===== config.mk =====
export PLATFORM = sky130hd
export DESIGN_NAME = uart_rx_core
export DESIGN_NICKNAME = d
export VERILOG_FILES = /design/src/rtl/uart_rx_core.sv
export SDC_FILE = /design/constraint.sdc
export NUM_CORES = 1
export LEC_CHECK = 0
export ABC_AREA = 1
export CORE_ASPECT_RATIO = 1.5
export CORE_UTILIZATION = 40
export CTS_CLUSTER_SIZE = 24
export DETAILED_ROUTE_END_ITERATION = 6
export SLEW_MARGIN = 20
export SYNTH_ARGS = -nofsm -noshare
export SYNTH_HDL_FRONTEND = slang
export SYNTH_SLANG_ARGS = --single-unit
export TNS_END_PERCENT = 20

===== constraint.sdc =====
create_clock -name clk -period 1.6 [get_ports clk]
set_input_delay 0.16 -clock clk [delete_from_list [all_inputs] [get_ports clk]]
set_output_delay 0.16 -clock clk [all_outputs]
set_load 0.05 [all_outputs]

===== src/rtl/uart_rx_core.sv =====
// 8N1 UART receiver: 2-flop synchronizer, down-counting baud timer, sticky rdy/overrun.
// Optional build macro UART_RX_MAJORITY_EN: 2-of-3 majority vote around every sample point.
module uart_rx_core #(
  parameter int BAUD_DIV = 2604
) (
  input  logic       clk,
  input  logic       rst_n,
  input  logic       RX,
  input  logic       clr_rdy,
  output logic [7:0] rx_data,
  output logic       rdy,
  output logic       framing_err,
  output logic       overrun
);

  localparam int CW = $clog2(BAUD_DIV);
  localparam logic [CW-1:0] HALF_LD = CW'(BAUD_DIV / 2 - 1);
`ifdef UART_RX_MAJORITY_EN
  // the decision lands one cycle after count 0, so the reload is one shorter
  localparam logic [CW-1:0] BIT_LD = CW'(BAUD_DIV - 2);
`else
  localparam logic [CW-1:0] BIT_LD = CW'(BAUD_DIV - 1);
`endif

  typedef enum logic [1:0] {IDLE, START, DATA, STOP} state_t;

  state_t        state, state_nx;
  logic          rx_m, rx_s;
  logic [CW-1:0] cnt;
  logic [2:0]    bit_cnt;
  logic [7:0]    shift;
  logic          armed, arm_nx;
  logic          tick, bit_val;
  logic          load_half, load_bit, shift_en, bit_clr, good_stop, bad_stop;

  always_ff @(posedge clk) begin
    if (!rst_n) begin
      rx_m <= 1'b1;
      rx_s <= 1'b1;
    end else begin
      rx_m <= RX;
      rx_s <= rx_m;
    end
  end

`ifdef UART_RX_MAJORITY_EN
  logic late, s1, s0;

  assign tick    = late;
  assign bit_val = (s1 & s0) | (s1 & rx_s) | (s0 & rx_s);

  always_ff @(posedge clk) begin
    if (!rst_n) begin
      late <= 1'b0;
      s1   <= 1'b1;
      s0   <= 1'b1;
    end else begin
      late <= (state != IDLE) && (cnt == '0) && !late;
      if (cnt == CW'(1)) s1 <= rx_s;
      if ((cnt == '0) && !late) s0 <= rx_s;
    end
  end
`else
  assign tick    = (cnt == '0);
  assign bit_val = rx_s;
`endif

  always_ff @(posedge clk) begin
    if (!rst_n) state <= IDLE;
    else        state <= state_nx;
  end

  always_comb begin
    state_nx  = state;
    arm_nx    = 1'b0;
    load_half = 1'b0;
    load_bit  = 1'b0;
    shift_en  = 1'b0;
    bit_clr   = 1'b0;
    good_stop = 1'b0;
    bad_stop  = 1'b0;
    case (state)
      IDLE: begin
        // a start is only accepted after the line has been seen high
        arm_nx = armed | rx_s;
        if (armed && !rx_s) begin
          state_nx  = START;
          load_half = 1'b1;
          arm_nx    = 1'b0;
        end
      end
      START: begin
        if (tick) begin
          if (bit_val) begin
            state_nx = IDLE;
          end else begin
            state_nx = DATA;
            load_bit = 1'b1;
            bit_clr  = 1'b1;
          end
        end
      end
      DATA: begin
        if (tick) begin
          shift_en = 1'b1;
          load_bit = 1'b1;
          if (bit_cnt == 3'd7) state_nx = STOP;
        end
      end
      STOP: begin
        if (tick) begin
          state_nx  = IDLE;
          good_stop = bit_val;
          bad_stop  = !bit_val;
        end
      end
      default: state_nx = IDLE;
    endcase
  end

  always_ff @(posedge clk) begin
    if (!rst_n) begin
      cnt <= '0;
    end else if (load_half) begin
      cnt <= HALF_LD;
    end else if (load_bit) begin
      cnt <= BIT_LD;
    end else if (cnt != '0) begin
      cnt <= cnt - CW'(1);
    end
  end

  always_ff @(posedge clk) begin
    if (!rst_n) begin
      armed       <= 1'b0;
      bit_cnt     <= 3'd0;
      shift       <= 8'h00;
      rx_data     <= 8'h00;
      rdy         <= 1'b0;
      overrun     <= 1'b0;
      framing_err <= 1'b0;
    end else begin
      armed <= arm_nx;
      if (bit_clr)       bit_cnt <= 3'd0;
      else if (shift_en) bit_cnt <= bit_cnt + 3'd1;
      if (shift_en) shift <= {bit_val, shift[7:1]};
      if (good_stop) rx_data <= shift;
      framing_err <= bad_stop;
      // set wins over a coincident clear
      rdy     <= good_stop | (rdy & ~clr_rdy);
      overrun <= (good_stop & rdy) | (overrun & ~clr_rdy);
    end
  end

endmodule

=== After elaboration in Yosys (flattened, before gate mapping) ===
Cells that the tools add are included.

* Register bits: 39
* Bits of input ports: 4
* Output and inout port bits: 11
* Logic and storage cells: 66

* Add/subtract/negate cells: 2
* Equal/unequal tests: 9
* Muxes and demuxes: 20
* Bitwise logic cells: 9
* Reduce and logical (&&, ||, !) cells: 13

{| class="wikitable"
|+ Operators with widths
! kind !! number
|-
| $mux 12 || 2
|-
| $logic_not 12->1 || 1
|-
| $mux 2 || 6
|-
| $reduce_bool 12->1 || 1
|-
| $sub 12x1->12 const B || 1
|-
| $mux 11 || 1
|-
| $ne 2x2->1 const B || 5
|-
| $mux 1 || 9
|-
| $pmux 2 s4 || 1
|-
| $reduce_or 3->1 || 2
|-
| $reduce_and 5->1 || 1
|-
| $eq 2x2->1 const B || 2
|-
| $reduce_or 2->1 || 2
|-
| $add 3x1->3 const B || 1
|-
| $and 1x1->1 || 3
|-
| $eq 3x3->1 const B || 1
|-
| $not 1->1 || 3
|-
| $or 1x1->1 || 3
|-
| $reduce_and 3->1 || 1
|-
| $reduce_bool 3->1 || 1
|-
| $eq 2x1->1 const B || 1
|-
| $logic_not 2->1 || 1
|-
| $pmux 1 s2 || 1
|-
| $reduce_bool 2->1 || 1
|-
| 2 further kinds || 2
|}

=== Logic depth before layout (Yosys ltp) ===
Gate-level depths: netlist of the first run.

* Word-level depth: 5
* Depth in mapped cells: 10
* Mapped depth without buffers: 10

=== Least setup slack after synthesis of the first run ===
Ideal clock, no wire load.

* Path kind: reg-to-reg
* From: reg state[0]
* To: reg cnt[0]
* Setup time: 128 ps
* Arrival: 1387 ps
* Required time: 1472 ps
* Setup slack: 86 ps
* Stages on the path, launching flop included: 8
* Path buffers: 1
* Period minus slack after synthesis: 1514 ps
* Cell sequence: dfxtp_1 > inv_1 > ha_1 > inv_1 > clkbuf_1 > a21oi_1 > a21oi_1 > nor2_1

* Word-level cells in the longest chain between the ends: 4
* Elaborated cells on any way between the ends: 8
* Classes of those cells: eq/ne (2); mux (4); reduce/logical (2)

{| class="wikitable"
|+ RTL lines
! what !! RTL line !! source
|-
| start, declared || 27 || <nowiki>state_t state, state_nx;</nowiki>
|-
| start signal, assigned || 70 || <nowiki>else state <= state_nx;</nowiki>
|-
| $eq 2x2->1 or $eq 2x1->1 (tied branches) || 82 || <nowiki>case (state)</nowiki>
|-
| $pmux 1 s2 || 82 ||
|-
| $mux 12 || 126 || <nowiki>end else if (load_bit) begin</nowiki>
|-
| $mux 11 || 124 || <nowiki>end else if (load_half) begin</nowiki>
|-
| end signal, assigned || 129 || <nowiki>cnt <= cnt - CW'(1);</nowiki>
|-
| end, declared || 29 || <nowiki>logic [CW-1:0] cnt;</nowiki>
|}

Several ways; a longest one is shown, not always the timed one.
A chain may end at the register's enable or synchronous reset.

=== Worst setup path after layout of the first run ===
* From: reg cnt[1]
* To: reg bit_cnt[2]

* Word-level cells in the longest chain between the ends: 4
* Elaborated cells on any way between the ends: 6
* Classes of those cells: mux (4); reduce/logical (2)

{| class="wikitable"
|+ RTL lines
! what !! RTL line !! source
|-
| $logic_not 12->1 (*) || 64 || <nowiki>assign tick = (cnt == '0);</nowiki>
|-
| $mux 1 || 93 || <nowiki>if (tick) begin</nowiki>
|-
| $mux 1 || 82 ||
|-
| $reduce_or 2->1 (no line) || n/a ||
|-
| end signal, assigned || 145 || <nowiki>else if (shift_en) bit_cnt <= bit_cnt + 3'd1;</nowiki>
|-
| end, declared || 30 || <nowiki>logic [2:0] bit_cnt;</nowiki>
|}

Mark *: on every way between the ends. The rest lies on a longest branch, timed or not.

==> results of run 1 <==
-- placed cells by master (no fill, tap or decap), drive strengths merged, types with 6 or more instances in the layout --
master	instances
nand2	45
dfxtp	39
nor2	30
buf	27
a21oi	25
nand3	21
inv	21
nand4	12
o21ai	11
nor3	11
ha	9
or2	6
clkbuf	6
-- synthesized netlist by cell type, drive strengths merged --
cell type / instances / area [sq um]
nand3: 21 / 110
inv: 21 / 83.8
xor2: 3 / 26.3
ha: 9 / 113
or2: 6 / 37.5
clkbuf: 4 / 16.3
nor2: 30 / 138
o21ai: 11 / 55.1
a21oi: 25 / 125
nand3b: 2 / 15.0
dfxtp: 39 / 781
nand4: 12 / 75.1
clkinv: 1 / 3.75
buf: 4 / 32.5
o211ai: 1 / 12.5
xnor2: 1 / 8.76
nor3: 11 / 66.3
nand2: 45 / 189
nor4: 1 / 6.26
-- per-layer routing --
metal | up-vias | GRT usage [%] | part of all wire [%]
met4 | 0 | 12.6 | 3.8
met3 | 13 | 3.58 | 3.2
li1 | 877 | - | -
met1 | 767 | 19.9 | 39
met2 | 36 | 35.9 | 54
met5 | - | 0 | 0
-- cells by family (layout without fill, tap and decap cells) --
kind of cell | Yosys count | in the layout | synth area share, %
and+or+nand+nor | 128 | 128 | 33.6
buffers and inverters | 30 | 58 | 7.20
xor gates and xnor gates | 4 | 4 | 1.85
DFF | 39 | 39 | 41.2
adders and majority gates | 9 | 9 | 5.94
AOI/OAI and AO/OA | 37 | 37 | 10.2
-- critical path, delay by kind of cell (launching register included) --
family                     cells  cell delay [ps]
adders and majority gates      1              200
AOI/OAI and AO/OA              2              400
and+or+nand+nor                3              360
buffers and inverters          1               80
DFF                            1              320
-- timing repair --
action                                  in CTS  in global routing
endpoints found under the hold margin        0                  0
setup buffers                                0                  0
gates resized for setup                      0                  4
endpoints found under the setup margin       0                 12
-- power by group through the flow --
stage	clock (W)	sequential (W)	combinational [W]
final	0.000613	0.00128	0.00185
after global routing	0.000677	0.00130	0.00207
after CTS	0.000636	0.00128	0.00183
after detailed placement	0	0.00130	0.00183
after global placement	0	0.00130	0.00181
after floorplan	0	0.00126	0.00134
-- stage by stage --
| stage | instances | worst slack [ps] |
|---|---|---|
| after floorplan | 247 | 85.6 |
| after CTS | 339 | 68.4 |
| after detailed placement | 333 | 86.6 |
| after global placement | 333 | 102 |
| after global routing | 339 | -3.21 |
| final | 339 | 100 |
-- state kept, by name (all words and copies together) (netlist names), 3 cells and up, named ones only --
| name | cells |
|---|---|
| shift | 8 |
| bit_cnt | 3 |
| rx_data | 8 |
| cnt | 12 |
-- worst paths after layout --
kind	slack [ps]	depth (start not counted)	startpoint	endpoint
worst min-delay path	420	1	rx_m$_SDFF_PN1_	bit_val$_SDFF_PN1_
worst max register to register	100	7	cnt[1]$_SDFFE_PP0P_	bit_cnt[2]$_SDFFE_PP0P_
worst min register to register	420	1	rx_m$_SDFF_PN1_	bit_val$_SDFF_PN1_
worst max-delay path	100	7	cnt[1]$_SDFFE_PP0P_	bit_cnt[2]$_SDFFE_PP0P_
-- layout make-up --
| type | count | share of cell area, % |
|---|---|---|
| multi-input cells | 178 | 44.3 |
| clock buffers | 6 | 3.22 |
| flip-flops and latches | 39 | 34.7 |
| repair buffers | 30 | 10.3 |
| inverters | 22 | 3.89 |
| well taps | 64 | 3.56 |
==> results.md, run 1 <==
Logic synthesis:
- The register bit total from synthesis is 39.
- The average instance in the mapped netlist occupies ~7.7 sq um.
- Counting distinct cell types in the post-synthesis netlist gives 30.
- In this run the cell area of the synthesized design comes to 0.00189 sq mm.
- For this run, the number of Yosys warnings is 0.
- After technology mapping, the gate count stands at 247.
- For this run, the register share of the synthesized area comes to 41.2%.
- The total nets after synthesis is 260.

Die:
- The region available for standard cell placement spans 0.00454 sq mm.
- The die area is 0.00502 sq mm.
- Measured along the x axis, the die boundary spans 58.2 microns.
- 15 I/O pins were placed.
- The vertical extent of the die is approximately 86 microns.
- Row generation in the floorplan step produced 30 rows.
- The initial core utilization is 41.7%.

Placement:
- Once detailed placement completed, the half-perimeter wirelength came to approximately 3.4 mm.
- The area after detailed placement is 0.00216 sq mm.
- The number of buffer cells added on primary ports is 14.
- The global placer's final weighted congestion is 0.898.

Global route:
- The global-route usage over all layers is about 20%.
- Global routing finished with a remaining overflow of 0.
- The via count of the first global-routing pass is 1,639.
- The maximum number of pins on one net before global-route repair is 16.
- The first-pass GRT wire length is 7.25 mm.
- The number of antenna violations at the first check in global routing came to 0.

Cells and area:
- The sequential cell area is just under 800 sq um.
- The finished cells cover 0.00225 sq mm.
- The layout overhead on the synthesized area is 18.8%.
- The count of inserted antenna diode cells is 0.
- The fill cell instance count of the final layout is 483.
- The utilization after layout is 49.6%.
- Summing all multi-input logic gate instances after layout gives 997 sq um.
- Cells with a size suffix above 1 make up 20.7% of the layout.
- The layout net count is 289.

Setup path:
- STA classifies the critical path startpoint as a flop.
- The slowest stage of the critical path is the sky130_fd_sc_hd__dfxtp_1 cell.
- Walking the worst path, the cells encountered are inv_1 > ha_1 > nand2_1 > nor2_2 > nand2_4 > o21ai_0 > a21oi_1.
- The path type of the worst setup path is flop to flop.
- For the worst setup path, the data required time is approximately 1800 ps.
- On the worst path, the slowest cell contributes a delay of 320 ps.
- The endpoint type of the worst setup path is a flop.
- For the worst setup path, the data arrival time is 1660 ps.
- Of all nets on the critical path, the largest fanout is 10.

Power and ir drop:
- The combinational power share is 49.5%.
- The standby leakage power is approximately 1 nW.
- Registers are responsible for between 30% and 40% of the overall power.
- The total power draw is 0.00374 W.
- The net switching power figure is 0.00160 W.
- The clock network is responsible for 16.4% of the overall power.
- The maximum VDD drop is 0.677 mV.
- Internal power comes to 0.00214 W.
- For this design the ratio of total power to cell area is between 1500 and 2000 mW/mm^2.
- Of the total power, the share spent switching nets is 42.7%.

STA:
- The worst clock skew is 4.30 ps.
- The headroom to the max-slew limit is 76.8%.
- The number of max-slew violations in the final report was 0.
- For the final routed database, the setup TNS stands at 0 ps.
- Setup violations remaining at the end of the flow were counted as 0.
- The final hold violation count is 0.
- The transition time of the tightest slew-check pin is 344 ps.
- Timing would allow up to 667 MHz.
- Setup repair after global routing could not meet its margin everywhere.
- On the final layout, the worst hold slack is approximately 420 ps.
- Of the available clock period, the critical path in the final layout requires 93.7%.
- The post-route minimum period is 1500 ps.

Drt:
- For this block, the routed nets add up to 4.49 mm of wire.
- The DRC violations left is 0.
- The initial detailed-routing violation count is 38.
- The first detailed-routing pass ran for 5 iterations.
- The number of vias after detailed routing is 1,693.
- The post-detailed-route via-to-cell ratio is ~5.
- The remaining number of nets flagged by the antenna check after routing is 0.
- In the final routed layout, each cell accounts on average for 13.2 microns.

CTS:
- At the later pin of the worst-skew pair, clock insertion delay measures 290 ps.
- The number of buffers on the longest clock path is 2.
- The clock-pin slew reported for the worst setup and hold paths after clock tree synthesis is 70 ps.
- Clock tree synthesis selected as its root buffer the cell sky130_fd_sc_hd__clkbuf_8.
- TritonCTS built the clock tree.
- The clock buffer count from CTS is 5.
- The deepest level of the CTS H-tree is 2.
- The clock sink total is 39.
- In this run, post-CTS hold repair placed 0 buffers.

Min path:
- The classification of the worst-slack hold path is flop to flop.

Run status:
- The run finished with clean final reports.

Flow run:
- The tool flagged a number of max-cap violations equal to 0.
No activity file was read; power rests on OpenSTA's default activity.
==> run 2, diff against run 1 <==
clock period = 1.5 ns   (was 1.6 ns; I/O delays follow)
==> run 2 against run 1 <==
Against the previous run:
- clock skew about the same
- routed wire length decreased by 1.8%
- global-route usage fell by 0.90 points
- final area grew 4.8%
- worst hold slack lost 3.4 ps
- non-clock buffer count grew 3
- cell count up 1.8%
- clock power up 31%
- combinational power rose by 22%
==> results.md, run 2 (synthesis gave the netlist of run 1 again) <==
Flow run:
- The number of violations of the max-capacitance limit is 0 (unchanged).

Drt:
- The post-detailed-route via-to-cell ratio was 4.92 (-1.5%).
- The overall routed net length came to 4.40 mm (-1.8%).
- The number of vias after detailed routing is 1,697 (+0.24%).
- The routed wirelength normalized by instance count is 12.8 microns (-3.5%).
- The initial detailed-routing violation count came to 74 (+95%).
- The remaining number of nets flagged by the antenna check after routing came to 0 (unchanged).
- The DRC violations left was 0 (unchanged).
- The first-pass iteration count of the detailed router was 4 (-1).

Setup path:
- The critical path starts at cnt[3]$_SDFFE_PP0P_.
- Walking the worst path, the cells encountered are nor2_4 > nand2_1 > nor2_4 > nand2_4 > inv_2 > o211ai_2 > nand3_1 > nor2_1.
- The internal reg-to-reg setup slack is 100 ps (about the same).
- By instance count, the cell type seen most on the critical path is sky130_fd_sc_hd__nor2_4.
- The delay of the slowest critical-path stage is 370 ps (+50 ps).
- The required time at the worst-slack endpoint is 1690 ps (-70 ps).
- The worst endpoint data arrival time is 1590 ps (-70 ps).
- The library cell contributing the largest single delay on the critical path is sky130_fd_sc_hd__dfxtp_1.
- The path type of the worst setup path is flop to flop.
- The largest fanout on the critical path is 6 (-4).
- The worst setup path is launched from a flop.
- The worst register-to-register path ends at cnt[7]$_SDFFE_PP0P_.
- In this run the critical register-to-register path is launched from cnt[3]$_SDFFE_PP0P_.
- The endpoint type of the worst setup path is a flop.
- The number of cells traversed by the worst register-to-register path is 8 (+1).

CTS:
- The clock-pin slew reported for the worst setup and hold paths after clock tree synthesis is 80 ps (about the same).
- The insertion delay to the later sink of the worst-skew pair is 290 ps (about the same).
- The clock tree from TritonCTS is built.
- The cts-stage hold buffer count was 0 (unchanged).
- The deepest level of the CTS H-tree was 2 (unchanged).
- The clock buffer count from CTS is 5 (unchanged).
- The number of buffers on the longest clock path is 2 (unchanged).
- Clock tree synthesis selected as its root buffer the cell sky130_fd_sc_hd__clkbuf_8.
- The clock sink total is 39 (unchanged).

Cells and area:
- The count of inserted antenna diode cells came to 0 (unchanged).
- The layout overhead on the synthesized area is 24.6%.
- Leaving out fill and tap cells, the most frequent cell in the layout is sky130_fd_sc_hd__nand2_1.
- The fraction of layout cells with a size suffix above 1 is 24.9% (+4.2 points).
- The layout net count is 293 (+1.4%).
- The library cells used most frequently in the layout, excluding fill and tap cells, are 41 x sky130_fd_sc_hd__nand2_1, 39 x sky130_fd_sc_hd__dfxtp_1, 28 x sky130_fd_sc_hd__buf_4.
- The number of flip-flops in the largest register is 12 (unchanged).
- The finished layout cell area is 0.00236 sq mm (+4.8%).
- The largest register by flop count is cnt.
- The fill cell instance count of the final layout is 454 (-6.0%).
- In the final layout, the registers with the most flip-flops are cnt: 12 flops, rx_data: 8 flops, shift: 8 flops.

Power and ir drop:
- The standby leakage power is 1.03 nW (+3.5%).
- The maximum VDD drop is 0.837 mV (+24%).
- The total power draw is 0.00443 W (+18%).
- The power per standard cell area is 1880 mW/mm^2 (+13%).

Min path:
- The depth of the worst hold-timing path was 2 (+1).
- The min-delay analysis places its worst path in the category input pin to flop.
- The source of the worst hold timing path is RX.
- For hold timing, the worst endpoint is rx_m$_SDFF_PN1_.

Die:
- The placeable core area is 0.00454 sq mm (unchanged).
- The die boundary width came to 58.2 microns (unchanged).
- The initial core utilization is 41.7% (unchanged).
- The vertical extent of the die is 86.3 microns (unchanged).
- The die area is 0.00502 sq mm (unchanged).
- The I/O pin total is 15 (unchanged).
- The placement row count is 30 (unchanged).

Placement:
- The area after detailed placement is 0.00220 sq mm (+1.9%).
- The setup slack at placement is -49.0 ps (-136 ps).
- The number of buffer cells added on primary ports was 14 (unchanged).
- The estimated wirelength of the detail-placed design is 3.28 mm (-3.6%).
- The global placer's final weighted congestion is 0.854 (-4.9%).

STA:
- The headroom to the max-slew limit is 81.6% (+4.8 points).
- The maximum achievable frequency is 715 MHz (+7.2%).
- The period utilization came to 93.3% (-0.48 points).
- The worst clock skew was 4.45 ps (+0.147 ps).
- The number of max-slew violations in the final report is 0 (unchanged).
- The final hold violation count is 0 (unchanged).
- The post-route minimum period is 1400 ps (-101 ps).
- The worst setup margin is 101 ps (+0.897 ps).
- The transition time of the tightest slew-check pin was 275 ps (-69.1 ps).
- The setup violation total in the final timing report is 0 (unchanged).
- Setup repair after global routing left no endpoint under its margin.
- The worst slack on hold paths is 417 ps (-3.39 ps).

Global route:
- The number of antenna violations at the first check in global routing was 0 (unchanged).
- The first-pass GRT wire length is 7.07 mm (-2.6%).
- The aggregate global routing overflow was 0 (unchanged).
- The global-route usage over all layers was 18.8% (-0.90 points).
- The maximum number of pins on one net before global-route repair is 17 (+1).
- The via count of the first global-routing pass was 1,583 (-3.4%).

Run status:
- The flow ran to the end, and the final reports show no timing, DRC or antenna violations.
[run 2: cell types whose count changed in the layout (fill, tap and decap cells not counted), sizes merged]
cell,change
buf,+3
clkbuf,+1
nand2,+1
clkinvlp,+1
[run 2: report_power, final]
group / switching (W) / internal [W] / leakage [nW]
Clock: 0.000384 / 0.000418 / 0.0505
Sequential: 0.000178 / 0.00120 / 0.317
Combinational: 0.00130 / 0.000945 / 0.659
[run 2: repair_timing]
action / CTS / global route
buffers inserted: 0 / 1
setup endpoints to repair: 3 / 31
pin swaps: 0 / 3
cloned: 0 / 1
resized for setup: 1 / 13
[run 2: per-stage QoR]
stage | std cells | utilization, % | setup TNS (ps)
final | 345 | 52.0 | 0
after detailed placement | 335 | 48.4 | -133
after global routing | 345 | 52.0 | 0
after floorplan | 247 | - | 0
after CTS | 343 | 50.7 | 0
after global placement | 335 | 48.4 | -45.0
[run 2: cell type report]
| type | count | area (sq um) | share of cell area, % |
|---|---|---|---|
| clock buffers | 7 | 96.3 | 4.08 |
| repair buffers | 33 | 280 | 11.9 |
| inverters | 22 | 87.6 | 3.71 |
| well taps | 64 | 80.1 | 3.39 |
| multi-input cells | 179 | 1030 | 43.5 |
| flip-flops and latches | 39 | 781 | 33.1 |
| clock inverters | 1 | 7.51 | 0.318 |
[run 2: critical path, delay by kind of cell (launching register included)]
kind,cells,cell delay [ps]
buffers and inverters,1,80
AO/OA/AOI/OAI,1,130
flip-flops,1,370
AND/OR/NAND/NOR,6,720
[run 2: how the worst max path moves through the flow]
stage                                         end  cells after the start
final                         cnt[7]$_SDFFE_PP0P_                      8
after global routing        state[0]$_SDFFE_PN0P_                      9
after CTS                     cnt[7]$_SDFFE_PP0P_                      9
after detailed placement  bit_cnt[2]$_SDFFE_PP0P_                      7
after global placement    bit_cnt[2]$_SDFFE_PP0P_                      7
after floorplan           rx_data[2]$_SDFFE_PN0P_                      9
[run 2: per-layer routing]
metal  GRT usage (%)  up-vias  routed length (microns)
li1                -      891                        -
met1            20.2      783                     1830
met2            34.6       16                     2420
met3            3.58        7                       79
met4            8.44        0                       72
met5               0        -                        0
==> run 3, diff against run 2 <==
GPL_TIMING_DRIVEN = 0   (was default)
==> run 3 against run 2 <==
Against the previous run:
- routed wire length rose by 2.9%
- critical path depth unchanged
- combinational power decreased by 7%
- final area is 0.95% higher
- cell count decreased by 1.2%
- largest power group unchanged
- worst hold slack got worse by 2.0 ps
- non-clock buffer count decreased by 3
==> results.md, run 3 (synthesis gave the netlist of run 1 again) <==
Power and ir drop:
- The clock group share of total power is 20.9% (+2.8 points).
- The proportion of power drawn by flip-flops and latches was 31.6% (+0.5 points).
- The maximum VDD drop is 0.785 mV (-6.2%).
- The power per standard cell area is 1850 mW/mm^2 (-1.5%).
- The cell-internal power is 0.00259 W (+0.82%).
- The combinational power share is 47.4% (-3.3 points).
- The total power draw is 0.00440 W (-0.61%).
- The net switching power figure was 0.00182 W (-2.6%).
- The standby leakage power came to 1.05 nW (+1.9%).
- The switching share of power came to 41.3% (-0.83 points).

Setup path:
- The signal on the critical path passes through nor2_1 > nand2_4 > nor2_4 > nand2_4 > inv_6 > buf_8 > nand4_1 > a21oi_1.
- The largest fanout on the critical path is 10 (+4).
- The worst setup path is launched from a flop.
- The endpoint of the worst setup timing path is rx_data[7]$_SDFFE_PN0P_.
- The internal reg-to-reg setup slack is 50 ps (-50 ps).
- The worst endpoint data arrival time is 1670 ps (+80 ps).
- The path type of the worst setup path is flop to flop.
- The start point of the critical path is cnt[7]$_SDFFE_PP0P_.
- On the critical path, the stage with the largest delay is an instance of sky130_fd_sc_hd__dfxtp_1.
- The number of logic stages on the critical path including buffering is 8 (unchanged).
- Counting stages on the worst path, the most repeated cell is sky130_fd_sc_hd__nand2_4.
- The reg-to-reg startpoint is cnt[7]$_SDFFE_PP0P_.
- The count of buffering cells on the critical path with inverters included was 2 (+1).
- The required time at the worst-slack endpoint is 1720 ps (+30 ps).
- The dominant delay contributor by cell family on the critical path is simple AND/OR/NAND/NOR gates.
- The endpoint identified for the worst register-to-register timing path is rx_data[7]$_SDFFE_PN0P_.
- The delay of the slowest critical-path stage was 340 ps (-30 ps).
- The number of cells traversed by the worst register-to-register path is 8 (unchanged).
- The worst setup path is captured at a flop.

STA:
- The number of max-slew violations in the final report is 0 (unchanged).
- The worst clock skew is 3.96 ps (-0.488 ps).
- The sum of negative setup slack is 0 ps (unchanged).
- The headroom to the max-slew limit came to 67.0% (-15 points).
- The setup violation total in the final timing report is 0 (unchanged).
- The period utilization was 96.6% (+3.3 points).
- The final hold violation count is 0 (unchanged).
- The maximum achievable frequency is 690 MHz (-3.4%).
- The post-route minimum period is 1450 ps (+49.8 ps).
- The transition time of the tightest slew-check pin is 498 ps (+222 ps).

Die:
- The placeable core area was 0.00454 sq mm (unchanged).
- The initial core utilization is 41.7% (unchanged).
- The I/O pin total is 15 (unchanged).
- The die boundary width is 58.2 microns (unchanged).
- The placement row count is 30 (unchanged).
- The die area is 0.00502 sq mm (unchanged).
- The vertical extent of the die was 86.3 microns (unchanged).

Drt:
- The number of vias after detailed routing is 1,707 (+0.59%).
- The met3 wire length is 138 microns (+75%).
- The post-detailed-route via-to-cell ratio is 5.01 (+1.8%).
- The initial detailed-routing violation count is 54 (-27%).
- The DRC violations left is 0 (unchanged).
- The routed wirelength normalized by instance count is 13.3 microns (+4.1%).
- The remaining number of nets flagged by the antenna check after routing is 0 (unchanged).
- The top routing layer in use is met4.
- The detailed-routing wirelength on met1 is 1.86 mm (+1.7%).
- The overall routed net length is 4.53 mm (+2.9%).
- The first-pass iteration count of the detailed router is 4 (unchanged).
- The routed length on met2 is 2.38 mm (-1.7%).

Cells and area:
- The number of flip-flops in the largest register came to 12 (unchanged).
- The most common cell after layout, fill and taps aside is sky130_fd_sc_hd__nand2_1.
- The largest registers in the layout are cnt: 12 flops, rx_data: 8 flops, shift: 8 flops.
- The layout overhead on the synthesized area is 25.8%.
- The fraction of layout cells with a size suffix above 1 is 23.1% (-1.8 points).
- The layout net count was 289 (-1.4%).
- The count of inserted antenna diode cells is 0 (unchanged).
- The largest register by flop count is cnt.
- In the layout the commonest cells are 40 x sky130_fd_sc_hd__nand2_1, 34 x sky130_fd_sc_hd__dfxtp_1, 25 x sky130_fd_sc_hd__a21oi_1.
- The utilization after layout was 52.5% (+0.50 points).

CTS:
- The number of buffers on the longest clock path is 2 (unchanged).
- The clock-pin slew reported for the worst setup and hold paths after clock tree synthesis was 80 ps (about the same).
- The deepest level of the CTS H-tree is 2 (unchanged).
- In this run the clock root is driven by a sky130_fd_sc_hd__clkbuf_8.
- The clock sink total came to 39 (unchanged).
- The cts-stage hold buffer count is 0 (unchanged).
- The insertion delay to the later sink of the worst-skew pair is 290 ps (about the same).
- TritonCTS built the clock tree.
- The clock buffer count from CTS is 5 (unchanged).

Global route:
- The aggregate global routing overflow came to 0 (unchanged).
- The maximum number of pins on one net before global-route repair was 13 (-4).
- The via count of the first global-routing pass was 1,712 (+8.1%).
- The first-pass GRT wire length is 7.42 mm (+5.1%).
- The number of antenna violations at the first check in global routing is 0 (unchanged).
- The global-route usage over all layers is 19.3% (+0.58 points).

Placement:
- The global placer's final weighted congestion was 0.860 (+0.77%).
- The number of buffer cells added on primary ports is 14 (unchanged).
- The estimated wirelength of the detail-placed design came to 3.14 mm (-4.1%).

Min path:
- The classification of the worst-slack hold path is flop to flop.
- The depth of the worst hold-timing path is 1 (-1).

Run status:
- The flow ran to the end, and the final reports show no timing, DRC or antenna violations.

Flow run:
- The number of violations of the max-capacitance limit is 0 (unchanged).
-- run 3: cell types whose count changed in the layout (fill, tap and decap cells not counted), sizes merged --
cell,change
bufinv,+1
clkinvlp,-1
clkbuf,+3
clkinv,+1
buf,-18
nand2,-1
dlygate4sd2,+11
-- run 3: repair_timing --
item,in CTS,in global routing
setup buffers,2,6
pin swaps,1,6
setup endpoints to repair,46,33
hold endpoints to repair,0,0
gates resized for setup,20,24
-- run 3: power by group through the flow --
stage	logic, W	clock network (W)	registers, W
after detailed placement	0.00174	0	0.00138
after CTS	0.00184	0.000936	0.00136
after floorplan	0.00143	0	0.00134
after global routing	0.00233	0.000967	0.00141
final	0.00209	0.000922	0.00139
after global placement	0.00173	0	0.00138
-- run 3: metal layers --
metal,GRT usage [%],vias to the layer above
met2,35.1,37
li1,-,874
met4,9.96,0
met1,20.5,780
met3,4.03,16
met5,0,-
-- run 3: worst min-delay path by stage --
stage / startpoint / endpoint / slack [ps]
floorplan: RX / rx_m$_SDFF_PN1_ / 260
global placement: rx_m$_SDFF_PN1_ / bit_val$_SDFF_PN1_ / 390
detailed placement: rx_m$_SDFF_PN1_ / bit_val$_SDFF_PN1_ / 400
CTS: RX / rx_m$_SDFF_PN1_ / 420
global route: rx_m$_SDFF_PN1_ / bit_val$_SDFF_PN1_ / 430
finish: rx_m$_SDFF_PN1_ / bit_val$_SDFF_PN1_ / 420
-- run 3: worst register-to-register path, delay by kind of cell (launching register included) --
| kind | cells | cell delay, ps |
|---|---|---|
| buffers and inverters | 2 | 230 |
| AO/OA/AOI/OAI | 1 | 160 |
| AND/OR/NAND/NOR | 5 | 640 |
| flip-flops | 1 | 340 |
-- run 3: cell type report --
class / count / area, sq um
Timing Repair Buffer: 22 / 186
Buffer: 8 / 55.1
Tap cell: 64 / 80.1
Clock inverter: 2 / 35.0
Sequential cell: 39 / 787
Inverter: 22 / 90.1
Fill cell: 443 / 2160
Clock buffer: 6 / 82.6
Multi-Input combinational cell: 178 / 1070
-- run 3: stage by stage --
stage,area [sq um],instances,setup WS [ps],hold WS [ps]
floorplan,1900,247,90.5,257
global placement,2120,325,-183,395
detailed placement,2120,325,-191,401
CTS,2270,335,1.98,416
global route,2380,341,-29.4,427
finish,2380,341,51.4,415
